### src/rtl/game_scheduler.sv
// game_scheduler: frame-paced game step generator with keyboard-driven IDLE/PLAY/PAUSE/OVER control.
module game_scheduler #(
  parameter int FRAMES_PER_STEP = 8,
  parameter int MIN_FRAMES      = 2,
  parameter int STEPS_PER_LEVEL = 32
) (
  input  logic       clk,
  input  logic       reset,
  input  logic       vs,
  input  logic [9:0] keyboard,
  input  logic       collide,
  output logic       step,
  output logic       stop,
  output logic [1:0] state,
  output logic [2:0] level
);
  localparam int FW = $clog2(FRAMES_PER_STEP + MIN_FRAMES + 1);
  localparam int SW = ($clog2(STEPS_PER_LEVEL) > 5) ? $clog2(STEPS_PER_LEVEL) : 5;
  typedef enum logic [1:0] {IDLE = 2'd0, PLAY = 2'd1, PAUSE = 2'd2, OVER = 2'd3} state_t;
  state_t        state_q, state_d;
  logic [2:0]    vs_q;
  logic [9:0]    kb_q;
  logic [FW-1:0] frm_q, frm_d, period;
  logic [SW-1:0] stp_q, stp_d;
  logic [2:0]    level_q, level_d;
  logic          frame_tick, key_evt, key_ok, k_enter, k_space, k_esc, play, leave, last_step;
  // vs_q[1:0] is the synchronizer, vs_q[2] the edge-detect history
  assign frame_tick = vs_q[1] & ~vs_q[2];
  assign key_evt    = (keyboard != kb_q) & ~keyboard[9];
  assign key_ok     = key_evt & ~keyboard[8];
  assign k_enter    = key_ok & (keyboard[7:0] == 8'h5A);
  assign k_space    = key_ok & (keyboard[7:0] == 8'h29);
  assign k_esc      = key_ok & (keyboard[7:0] == 8'h76);
  assign play       = state_q == PLAY;
  assign leave      = k_esc | collide | k_space;
  assign period     = (FRAMES_PER_STEP - int'(level_q) > MIN_FRAMES) ?
                      FW'(FRAMES_PER_STEP - int'(level_q)) : FW'(MIN_FRAMES);
  assign step       = play & ~leave & frame_tick & (frm_q == period - FW'(1));
  assign last_step  = stp_q == SW'(STEPS_PER_LEVEL - 1);
  assign stop       = ~play;
  assign state      = state_q;
  assign level      = level_q;
  always_comb begin
    state_d = state_q;
    if (k_esc) state_d = IDLE;
    else begin
      case (state_q)
        IDLE:    state_d = k_enter ? PLAY : IDLE;
        PLAY:    state_d = collide ? OVER : (k_space ? PAUSE : PLAY);
        PAUSE:   state_d = k_space ? PLAY : PAUSE;
        OVER:    state_d = k_enter ? IDLE : OVER;
        default: state_d = IDLE;
      endcase
    end
  end
  // Frame ticks are only consumed while staying in PLAY, so nothing is buffered across a pause
  always_comb begin
    frm_d   = frm_q;
    stp_d   = stp_q;
    level_d = level_q;
    if (state_q == IDLE && state_d == PLAY) begin
      frm_d   = '0;
      stp_d   = '0;
      level_d = '0;
    end else if (play && !leave && frame_tick) begin
      frm_d = step ? '0 : frm_q + FW'(1);
      if (step) begin
        stp_d   = last_step ? '0 : stp_q + SW'(1);
        level_d = (last_step && level_q != 3'd7) ? level_q + 3'd1 : level_q;
      end
    end
  end
  always_ff @(posedge clk or negedge reset) begin
    if (!reset) begin
      state_q <= IDLE;
      vs_q    <= '0;
      kb_q    <= '0;
      frm_q   <= '0;
      stp_q   <= '0;
      level_q <= '0;
    end else begin
      state_q <= state_d;
      vs_q    <= {vs_q[1:0], vs};
      kb_q    <= keyboard;
      frm_q   <= frm_d;
      stp_q   <= stp_d;
      level_q <= level_d;
    end
  end
endmodule

### config.mk
export PLATFORM = sky130hd
export DESIGN_NAME = game_scheduler
export DESIGN_NICKNAME = d
export VERILOG_FILES = /design/src/rtl/game_scheduler.sv
export SDC_FILE = /design/constraint.sdc
export NUM_CORES = 1
export LEC_CHECK = 0
export CAP_MARGIN = 20
export CORE_ASPECT_RATIO = 1.4
export CORE_MARGIN = 2
export CORE_UTILIZATION = 49
export DETAILED_ROUTE_END_ITERATION = 6
export PLACE_DENSITY = 0.75
export SYNTH_ARGS = -nofsm -noshare
export SYNTH_HDL_FRONTEND = slang
export SYNTH_SLANG_ARGS = --single-unit
### constraint.sdc
create_clock -name clk -period 3.12 [get_ports clk]
set_input_delay 0.936 -clock clk [delete_from_list [all_inputs] [get_ports clk]]
set_output_delay 0.936 -clock clk [all_outputs]
set_load 0.005 [all_outputs]
==> results.sh <==
export IMPL_cts_sinks=27
export IMPL_stdcell_area_mm2=0.00238
export IMPL_max_stage_delay_ps=520
export IMPL_synth_edf_count=0
export IMPL_drive_gt1_share_pct=42.1
export IMPL_crit_type="in -> out"
export IMPL_synth_cell_types=46
export IMPL_slowest_stage="or4_4"
export IMPL_cap_violations=0
export IMPL_yosys_area_top_type_share_pct=43.0
export IMPL_synthesis_area_mm2=0.00157
export IMPL_area_growth_pct=51.2
export IMPL_hp_class="reg -> reg"
export IMPL_nets=250
export IMPL_setup_violations=1
export IMPL_fin_skew_ps=3.12
export IMPL_slew_headroom_pct=48.2
export IMPL_drt_total_wl_mm=4.93
export IMPL_switching_share_pct=30.0
export IMPL_end_kind="primary output"
export IMPL_synth_common_cells="dfrtp_1 (27), nand2_1 (11), xor2_1 (11)"
export IMPL_drc_errors=0
export IMPL_p_switching_uw=242
export IMPL_regArea_um2=676
export IMPL_final_setup_tns_ps=-141
export IMPL_cts_tree="built"
export IMPL_post_route_period_util_pct=105
export IMPL_antenna_found_initial=0
export IMPL_clk_pin_slew_ps=90
export IMPL_max_clock_path_buffers=2
export IMPL_powerDensity_mw_per_mm2=339
export IMPL_ant_nets=0
export IMPL_place_area_mm2=0.00206
export IMPL_htreeDepth=1
export IMPL_fmax_ghz=0.307
export IMPL_clkPwrFrac_pct=24.8
export IMPL_vias=1611
export IMPL_dr_pass1_iters=4
export IMPL_ys_seq_elements=27
export IMPL_critical_path_max_fanout=2
export IMPL_pwr_share_seq_pct=48.2
export IMPL_critPathRequiredTime_ps=2180
export IMPL_start_kind="primary input"
export IMPL_fp_dieH_um=71.0
export IMPL_leakage_nw=1.05
export IMPL_yosysSeqAreaShare_pct=43.0
export IMPL_fillerInstances=196
export IMPL_num_rows=24
export IMPL_io_buffers=20
export IMPL_tightest_slew_ps=770
export IMPL_synth_top_cell_by_area="dfrtp_1"
export IMPL_ios=21
export IMPL_arrival_ps=2330
export IMPL_worst_slack_ps=-141
export IMPL_via_per_inst=6.03
export IMPL_internal_power_uw=563
export IMPL_grt_pass1_wl_mm=7.43
export IMPL_synth_most_common_cell="dfrtp_1"
export IMPL_hold_violations=0
export IMPL_status="complete, but fails checks"
export IMPL_core_area_mm2=0.00309
export IMPL_clk_latency_ps=270
export IMPL_finalMaxSlewViolations=0
export IMPL_placedCellCount=242
export IMPL_initial_core_util_pct=50.8
export IMPL_drt_iter0_markers=90
export IMPL_synth_nets=174
export IMPL_p_comb_share_pct=27.0
export IMPL_grt_pass1_vias=1635
export IMPL_ys_flop_type="dfrtp_1"
export IMPL_rsz0062_at_grt="yes"
export IMPL_place_gp_congestion=0.860
export IMPL_multi_input_area_um2=998
export IMPL_path_cells="buf_8, nand2b_4, or4_4, a211oi_4, a21o_1, nor3_4, buf_2"
export IMPL_clk_root_buffer_cell="clkbuf_8"
export IMPL_syn_inst=153
export IMPL_die_area_mm2=0.00368
export IMPL_track_usage_pct=27.1
export IMPL_yosysWarnings=0
export IMPL_n_antenna_cell=0
export IMPL_timing_final_crit_period_ps=3260
export IMPL_avgRoutedWirePerCell_um=18.5
export IMPL_numCtsBuffers=3
export IMPL_yosys_top_cells_area="dfrtp_1 (43%), xor2_1 (6.1%), ha_1 (5.6%)"
export IMPL_final_util_pct=76.8
export IMPL_synth_avg_cell_area_um2=10.3
export IMPL_vdd_ir_drop_max_mv=0.404
export IMPL_fin_cells=267
export IMPL_place_hpwl_mm=2.90
export IMPL_violations="negative setup slack"
export IMPL_gr_total_overflow=0
export IMPL_grt_max_degree=28
export IMPL_fp_dieW_um=51.9
export IMPL_synthArstFlopShare_pct=100
==> through the flow <==
step	setup WS [ps]	hold slack [ps]	total power, mW
2_1_floorplan	-10.1	331	0.474
3_3_place_gp	-861	336	0.559
3_5_place_dp	-904	340	0.569
4_1_cts	-158	360	0.777
5_1_grt	-206	364	0.835
6_report	-141	360	0.805
==> power groups by stage <==
| stage | Combinational, mW | Sequential, mW | Clock [mW] |
|---|---|---|---|
| CTS | 0.189 | 0.386 | 0.201 |
| global placement | 0.167 | 0.392 | 0 |
| finish | 0.217 | 0.388 | 0.200 |
| global route | 0.233 | 0.391 | 0.211 |
| detailed placement | 0.175 | 0.393 | 0 |
| floorplan | 0.0822 | 0.392 | 0 |
==> flip-flops by register name (all words and copies together), names as in the netlist <==
signal / count
kb_q: 10
frm_q: 4
level: 3
state: 2
stp_q: 5
vs_q: 3
==> what timing repair did <==
item                                    CTS  global route
pin swaps                                11            13
setup buffers                            18             5
endpoints found under the setup margin    2             4
hold buffers                              0             0
resized for setup                        47            33
==> cells by family after synthesis <==
logic type,after synthesis,synth area share (%)
AOI/OAI and AO/OA,36,16.6
xor gates and xnor gates,13,7.25
and+or+nand+nor,55,20.9
buffers and inverters,9,2.63
muxes,6,3.98
DFF,27,43.0
adders and majority gates,7,5.57
==> metal layers <==
metal	wire [um]	global-route usage, %
met2	2690	49.6
met5	0	0
met3	265	4.01
met4	196	13.7
met1	1780	28.9
==> worst max-delay path: cells and delay by family <==
family          cells  cell delay, ps
simple gates        3             710
compound gates      2             450
buf+inv             2             220
==> final timing paths <==
kind	startpoint	endpoint	slack, ps	depth (start not counted)
worst max-delay path	keyboard[7]	step	-140	7
worst min-delay path	vs_q[0]	vs_q[1]	360	0
worst max register to register	level[1]	stp_q[3]	400	9
worst min register to register	vs_q[0]	vs_q[1]	360	0
max in group asynchronous	reset	stp_q[1]	1820	2
min in group asynchronous	reset	kb_q[2]	1030	2
==> cells in the final DEF (no fill, tap or decap), drive strengths merged, types with 4 or more instances in the layout <==
| cell | count |
|---|---|
| inv | 6 |
| nor4 | 4 |
| xor2 | 11 |
| nand3 | 9 |
| ha | 7 |
| dfrtp | 27 |
| o21ai | 6 |
| buf | 61 |
| a21oi | 7 |
| clkbuf | 7 |
| clkdlybuf4s50 | 9 |
| a211oi | 5 |
| nand2 | 11 |
| mux2i | 4 |
==> area by class of cell <==
type | count | area share, %
Multi-Input combinational cell | 117 | 42.0
Sequential cell | 27 | 28.4
Timing Repair Buffer | 74 | 24.6
Tap cell | 39 | 2.05
Clock buffer | 4 | 1.90
Inverter | 6 | 0.948
(Power assumes the default switching activity.)
